## src/rtl/c2c_pkg.sv

```systemverilog
// c2c_pkg: shared types and constants for the chip-to-chip link framers.
package c2c_pkg;
  typedef enum logic [2:0] {HUNT, LEN, PAYLOAD, CSUM, DRAIN} state_t;
  localparam logic [1:0] ERR_LEN   = 2'b00;
  localparam logic [1:0] ERR_CSUM  = 2'b01;
  localparam logic [1:0] ERR_TMO   = 2'b10;
  localparam logic [1:0] ERR_ALIGN = 2'b11;
  localparam logic [7:0] C2C_SOF  = 8'hA5;
  localparam logic [7:0] C2C_IDLE = 8'h0A;
  function automatic logic [15:0] sat_inc(input logic [15:0] v);
    return &v ? v : v + 16'd1;
  endfunction
endpackage

```

## src/rtl/c2c_frame_buf.sv

```systemverilog
// c2c_frame_buf: payload register file, synchronous write, asynchronous read, unreset storage.
module c2c_frame_buf #(
  parameter int DEPTH = 16,
  parameter int AW = 4
) (
  input  logic          clk,
  input  logic          we,
  input  logic [AW-1:0] waddr,
  input  logic [7:0]    wdata,
  input  logic [AW-1:0] raddr,
  output logic [7:0]    rdata
);
  logic [7:0] mem [DEPTH];
  always_ff @(posedge clk)
    if (we) mem[waddr] <= wdata;
  assign rdata = mem[raddr];
endmodule

```

## src/rtl/c2c_rx_deframer.sv

```systemverilog
// c2c_rx_deframer: hunts SOF, checks length/checksum, buffers good frames and drains them on valid/ready.
module c2c_rx_deframer
  import c2c_pkg::*;
#(
  parameter int MAX_LEN = 16,
  parameter logic [7:0] SOF = C2C_SOF,
  parameter int TIMEOUT = 255
) (
  input  logic        clkdiv,
  input  logic        rst,
  input  logic [7:0]  q,
  input  logic        q_valid,
  input  logic        aligned,
  output logic [7:0]  m_data,
  output logic        m_valid,
  output logic        m_last,
  input  logic        m_ready,
  output logic        frame_ok,
  output logic        frame_err,
  output logic [1:0]  err_code,
  output logic [15:0] drop_cnt
);
  localparam int AW = MAX_LEN > 1 ? $clog2(MAX_LEN) : 1;
  localparam int TW = $clog2(TIMEOUT + 1);
  localparam logic [7:0] MAX_B = 8'(MAX_LEN);
  state_t state;
  logic [7:0] len, idx, rd_idx, csum, rdata;
  logic [TW-1:0] tmo;
  logic acc, in_frame, beat;
  assign acc = q_valid && aligned;
  assign in_frame = state inside {LEN, PAYLOAD, CSUM};
  assign beat = m_valid && m_ready;
  assign m_data = m_valid ? rdata : '0;
  assign m_last = m_valid && rd_idx == len - 8'd1;
  c2c_frame_buf #(.DEPTH(MAX_LEN), .AW(AW)) u_buf (
    .clk(clkdiv),
    .we(state == PAYLOAD && acc),
    .waddr(idx[AW-1:0]),
    .wdata(q),
    .raddr(rd_idx[AW-1:0]),
    .rdata(rdata)
  );
  always_ff @(posedge clkdiv or negedge rst) begin
    if (!rst) begin
      state <= HUNT;
      len <= '0;
      idx <= '0;
      rd_idx <= '0;
      csum <= '0;
      tmo <= '0;
      m_valid <= 1'b0;
      frame_ok <= 1'b0;
      frame_err <= 1'b0;
      err_code <= '0;
      drop_cnt <= '0;
    end else begin
      frame_ok <= 1'b0;
      frame_err <= 1'b0;
      if (in_frame) tmo <= acc ? '0 : tmo + 1'b1;
      // alignment loss outranks both byte processing and timeout
      if (in_frame && !aligned) begin
        frame_err <= 1'b1;
        err_code <= ERR_ALIGN;
        state <= HUNT;
      end else if (in_frame && !q_valid && tmo == TW'(TIMEOUT - 1)) begin
        frame_err <= 1'b1;
        err_code <= ERR_TMO;
        state <= HUNT;
      end else begin
        case (state)
          HUNT: if (acc && q == SOF) begin
            state <= LEN;
            tmo <= '0;
          end
          LEN: if (acc) begin
            if (q == 8'd0 || q > MAX_B) begin
              frame_err <= 1'b1;
              err_code <= ERR_LEN;
              state <= HUNT;
            end else begin
              len <= q;
              csum <= q;
              idx <= '0;
              state <= PAYLOAD;
            end
          end
          PAYLOAD: if (acc) begin
            csum <= csum ^ q;
            idx <= idx + 8'd1;
            if (idx == len - 8'd1) state <= CSUM;
          end
          CSUM: if (acc) begin
            if (q == csum) begin
              frame_ok <= 1'b1;
              m_valid <= 1'b1;
              rd_idx <= '0;
              state <= DRAIN;
            end else begin
              frame_err <= 1'b1;
              err_code <= ERR_CSUM;
              state <= HUNT;
            end
          end
          DRAIN: begin
            if (acc && q == SOF) drop_cnt <= sat_inc(drop_cnt);
            if (beat) begin
              if (m_last) begin
                m_valid <= 1'b0;
                state <= HUNT;
              end else rd_idx <= rd_idx + 8'd1;
            end
          end
          default: state <= HUNT;
        endcase
      end
    end
  end
endmodule
```

## config.mk

```make
export PLATFORM = sky130hd
export DESIGN_NAME = c2c_rx_deframer
export DESIGN_NICKNAME = d
export VERILOG_FILES = /design/src/rtl/c2c_pkg.sv /design/src/rtl/c2c_frame_buf.sv /design/src/rtl/c2c_rx_deframer.sv
export SDC_FILE = /design/constraint.sdc
export NUM_CORES = 1
export LEC_CHECK = 0
export BUFFER_PORTS_ARGS = -buffer_cell sky130_fd_sc_hd__buf_2
export CAP_MARGIN = 40
export CORE_ASPECT_RATIO = 1.4
export CORE_UTILIZATION = 54
export CTS_BUF_LIST = sky130_fd_sc_hd__clkbuf_16
export DETAILED_ROUTE_END_ITERATION = 10
export PLACE_DENSITY = 0.72
export SLEW_MARGIN = 20
export SYNTH_ARGS = -nofsm -noshare
export SYNTH_HDL_FRONTEND = slang
export SYNTH_SLANG_ARGS = --single-unit
```

## constraint.sdc

```tcl
create_clock -name clkdiv -period 2.85 [get_ports clkdiv]
set_input_delay 0.7125 -clock clkdiv [delete_from_list [all_inputs] [get_ports clkdiv]]
set_output_delay 0.7125 -clock clkdiv [all_outputs]
set_load 0.05 [all_outputs]
```

Word level (Yosys, flattened, before mapping)
Memories as Yosys holds them, arrays and structs flattened. Cells that the tools add are included.

Add/subtract/negate cells: 5. Magnitude comparators: 1. Eq/ne operators: 26. Multiplexer cells: 58. Bitwise logic cells: 5. Reduce and logical (&&, ||, !) cells: 25.

Operator list (number): two-way mux 8 bit (17); one-hot mux 8 bit (2 select lines) (3); two-way mux 3 bit (10); adder 8 x 1 -> 8 bit (second input constant) (3); equality test 8 bit (3); AND reduction 7 bit (3); two-way mux 1 bit (17); adder 16 x 1 -> 16 bit (second input constant) (1); equality test 8 bit (second input constant) (2); inequality test 4 bit (second input constant) (4); AND reduction 16 bit (1); one-hot mux 3 bit (5 select lines) (1); AND reduction 5 bit (3); two-way mux 2 bit (7); inequality test 2 bit (second input constant) (7); inequality test 4 x 2 -> 1 bit (second input constant) (3); greater-than comparator 8 x 5 -> 1 bit (second input constant) (1); logical AND 1 bit (8); zero test 8 bit (1); inequality test 4 x 1 -> 1 bit (second input constant) (2); subtractor 8 x 1 -> 8 bit (second input constant) (1); XOR 8 bit (1); equality test 3 x 2 -> 1 bit (second input constant) (2); AND reduction 6 bit (1); 12 further kinds (18).

Register bits: 64. Bits in writable memories: 128. Memories kept: 1.

Memory list: u_buf.mem (words 16, bits a word 8, read ports 1, clocked after Yosys merged registers in 0, wr ports 1, RTL line c2c_frame_buf.sv:13) `logic [7:0] mem [DEPTH];`.

Logic depth before layout (Yosys ltp)
Word-level depth: 8. Gate-level depth with buffers: 9. Gate-level depth less buffers: 8.

By module
A second synthesis with hierarchy kept.

Cells, all modules: 598. Area, all modules: 8709.6 um^2.

Modules (own cells, without submodules): c2c_frame_buf (instances 1, cells each 221, area an instance 4987.3 um^2, sequential area each 3843.7 um^2); c2c_rx_deframer (instances 1, cells each 377, area an instance 3722.3 um^2, sequential area each 1601.5 um^2).

Worst setup path before layout
OpenSTA, ideal clock, no wires.

Kind: register to output. Start point: reg len[0]. End point: out m_last. Data arrival time: 2.582 ns. Slack: -0.445 ns. Stages on the path, launching flop included: 9. Buffers on the path: 1. Cells stage by stage: dfrtp_1 -> inv_1 -> ha_1 -> or3b_1 -> clkbuf_2 -> xor2_1 -> a2111oi_4 -> o211ai_2 -> nor2_1.

Longest elaborated chain between the ends: 3.

RTL lines: start: declaration (RTL line c2c_rx_deframer.sv:27) `logic [7:0] len, idx, rd_idx, csum, rdata;`; start signal: assignment (RTL line c2c_rx_deframer.sv:81) `len <= q;`; subtractor 8 x 1 -> 8 bit (RTL line c2c_rx_deframer.sv:34) `assign m_last = m_valid && rd_idx == len - 8'd1;`; equality test 8 bit (RTL line c2c_rx_deframer.sv:34); logical AND 1 bit (RTL line c2c_rx_deframer.sv:34); end: declaration (RTL line c2c_rx_deframer.sv:16) `output logic m_last,`.

Every way passes these cells.

Worst setup path after layout
Start point: reg len[1]. End point: out m_last.

Same word-level chain as after synthesis.

==> impl_metrics.yaml <==
run_status:
  run_status: "complete, but fails checks"
  violations: "negative setup slack"
sta:
  maxSlewViolCount: 0
  max_freq_mhz: 307
  skew_ns: 0.0170
  period_needed_ns: 3.26
  hold_viol_final: 0
  rsz0062_at_grt: "true"
  slew_headroom: 0.568
  fin_tns_setup_ns: -2.66
  setup_viol: 9
  min_period_over_period: 1.14
  whs_ns: 0.163
  worst_pin_slew_ns: 0.646
  setup_slack_ns: -0.405
final_layout:
  utilization: 0.664
  nNetsFinal: 731
  stdcell_area_sq_um: 10400
  area_growth_pct: 19.7
  drive_gt1_frac: 0.295
die:
  start_util: 0.554
  coreArea_sq_um: 15700
  design.die.area_sq_um: 16600
  rows: 54
  die_w_um: 109
  num_io_pins: 43
  fp.dieH_um: 152
place:
  dp_hpwl_um: 13400
  place_congestion: 0.884
  place_area_sq_um: 9550
  io_buffers: 42
clocking:
  cts_tree: "yes"
  holdBufCountCts: 0
  cts_inserted_buffers: 17
  cts.htree.levels: 4
  root_buffer: "clkbuf_16"
  clk_latency_ns: 0.44
  cts_buffer_depth: 2
  clock-sinks: 192
  clk_pin_slew_ns: 0.07
logic_synthesis:
  synth_area_sq_um: 8690
  synth_cell_types: 61
  synth_fp_nets: 629
  ys_ff_latch: 192
  yosysMostFrequentCell: "edfxtp_1"
  yosysWarnings: 0
  synthFlopType: "edfxtp_1"
  synth_edf_count: 128
  synth_common_cells: "edfxtp_1 (128), dfrtp_1 (64), nand2_1 (59)"
  postSynthCellCount: 607
  synth.area.top_cells: "edfxtp_1 (44%), dfrtp_1 (18%), mux4_2 (10%)"
  synth_top_area_share: 0.442
  async_reset_ff_frac: 0.333
  seq_area_frac_synth: 0.627
  post_synth.cell_area_avg_sq_um: 14.3
  yosys.area.top_type: "edfxtp_1"
global_routing:
  grt_pass1_wl_um: 30500
  antenna_found_initial: 0
  grt_pass1_vias: 5638
  grt_max_degree: 39
  overflow: 0
  track_usage: 0.250
worst_setup_path:
  slowest_delay_ns: 0.45
  cp_slowest_cell: "a2111oi_4"
  crit_arrival_ns: 2.54
  crit_required_ns: 2.14
  criticalPathCategory: "register to output port"
  timing.critical_path.to_type: "output port"
  path_cells: "inv_2 -> ha_4 -> or3b_4 -> xor2_4 -> a2111oi_4 -> o211ai_4 -> nor2_4 -> buf_8"
  worstSetupStartpointType: "register"
  worstPathMaxFanout: 6
pwr:
  p_per_area_nw_per_um2: 533
  design_power_total_uw: 5540
  leakagePower_uw: 0.00390
  ir_drop_uv: 387
detailed_routing:
  drc: 0
  viasPerCell: 5.90
  drtAntennaViolNets: 0
  drt_iter0_markers: 338
  num_vias: 5422
  first_pass_iters: 5
  avgRoutedWirePerCell_um: 21.1
  drt_wl_total_um: 19400
run:
  drv_cap: 0
hold_path:
  hold_class: "input pin to async pin"
[metrics by stage]
step / setup WS [ns] / instances
final: -0.405 / 919
after global routing: -0.480 / 918
after CTS: -0.432 / 916
after detailed placement: -0.121 / 878
after global placement: -0.0654 / 877
after floorplan: -0.0840 / 607
[power breakdown]
part           total (uW)  switching [uW]  internal [uW]  leakage, uW
logic                 154            94.2           60.2      0.00162
registers            2990            7.81           2980      0.00199
clock network        2400            1080           1320     0.000294
total                5540            1180           4370      0.00390
[repair_timing]
item | 4_1_cts | 5_1_grt
pin swaps | 10 | 5
resized for setup | 40 | 7
endpoints found under the setup margin | 9 | 9
gates cloned | 1 | 0
setup buffers | 5 | 3
[path summary, 6_finish.rpt]
path	start	endpoint	slack, ns	cells past startpoint
setup / recovery	len[1]$_DFFE_PN0P_	m_last	-0.41	8
hold / removal	rst	rd_idx[7]$_DFFE_PN0P_	0.16	1
setup reg to reg	len[1]$_DFFE_PN0P_	rd_idx[0]$_DFFE_PN0P_	0.18	10
hold reg to reg	err_code[1]$_DFFE_PN0P_	err_code[1]$_DFFE_PN0P_	0.49	1
max in group asynchronous	rst	err_code[0]$_DFFE_PN0P_	1.98	3
min in group clkdiv	err_code[1]$_DFFE_PN0P_	err_code[1]$_DFFE_PN0P_	0.49	1
[cell usage in the layout, fill, tap and decap left out, types with 6 or more instances in the layout]
cell type / instances
nand4_1: 18
clkbuf_16: 17
o21ai_0: 12
xor2_1: 23
ha_1: 8
buf_12: 7
buf_4: 61
a21oi_1: 11
inv_1: 11
and2_4: 8
xnor2_1: 38
buf_8: 7
nor3_1: 14
buf_2: 33
and2_1: 18
nand3_1: 13
dfrtp_1: 63
nor2_1: 37
mux4_2: 40
mux2i_1: 6
nand2_1: 59
edfxtp_1: 128
nor4_1: 6
[state kept, by name, indices dropped and copies added (netlist names)]
signal,cells
csum,8
drop_cnt,16
err_code,2
frame_err,1
frame_ok,1
idx,8
len,8
m_valid,1
rd_idx,8
state,3
tmo,8
u_buf.mem,128
[layer usage]
metal  track usage  share of wire  routed length [um]  up-vias
met5             0              0                   0        -
met3        0.0403          0.046                 899       32
met1         0.290           0.37                7080     2742
li1              -              -                   -     2479
met2         0.459           0.56               10900      169
met4        0.0863          0.023                 448        0
[cells by family after synthesis]
family / after synthesis / share of synthesized area
AND/OR/NAND/NOR: 207 / 0.122
flip-flops: 192 / 0.627
XOR/XNOR: 62 / 0.0625
multiplexers: 49 / 0.115
AO/OA/AOI/OAI: 47 / 0.0413
buffers and inverters: 41 / 0.0193
adder cells (fa/ha/maj): 9 / 0.0130
[critical path: cells and delay by family, from the launching register on]
kind / cells / cell delay [ns]
AO/OA/AOI/OAI: 2 / 0.59
AND/OR/NAND/NOR: 2 / 0.57
flip-flops: 1 / 0.40
buffers and inverters: 2 / 0.24
XOR/XNOR: 1 / 0.18
adder cells (fa/ha/maj): 1 / 0.13
[area by class of cell]
class,count,area (sq um)
Sequential cell,192,5450
Multi-Input combinational cell,374,3160
Fill cell,1102,5270
Timing Repair Buffer,111,902
Inverter,13,48.8
Clock buffer,17,425
Tap cell,196,245
Antenna cell,1,2.50
Clock inverter,15,170
No activity file was read; power rests on OpenSTA's default activity.
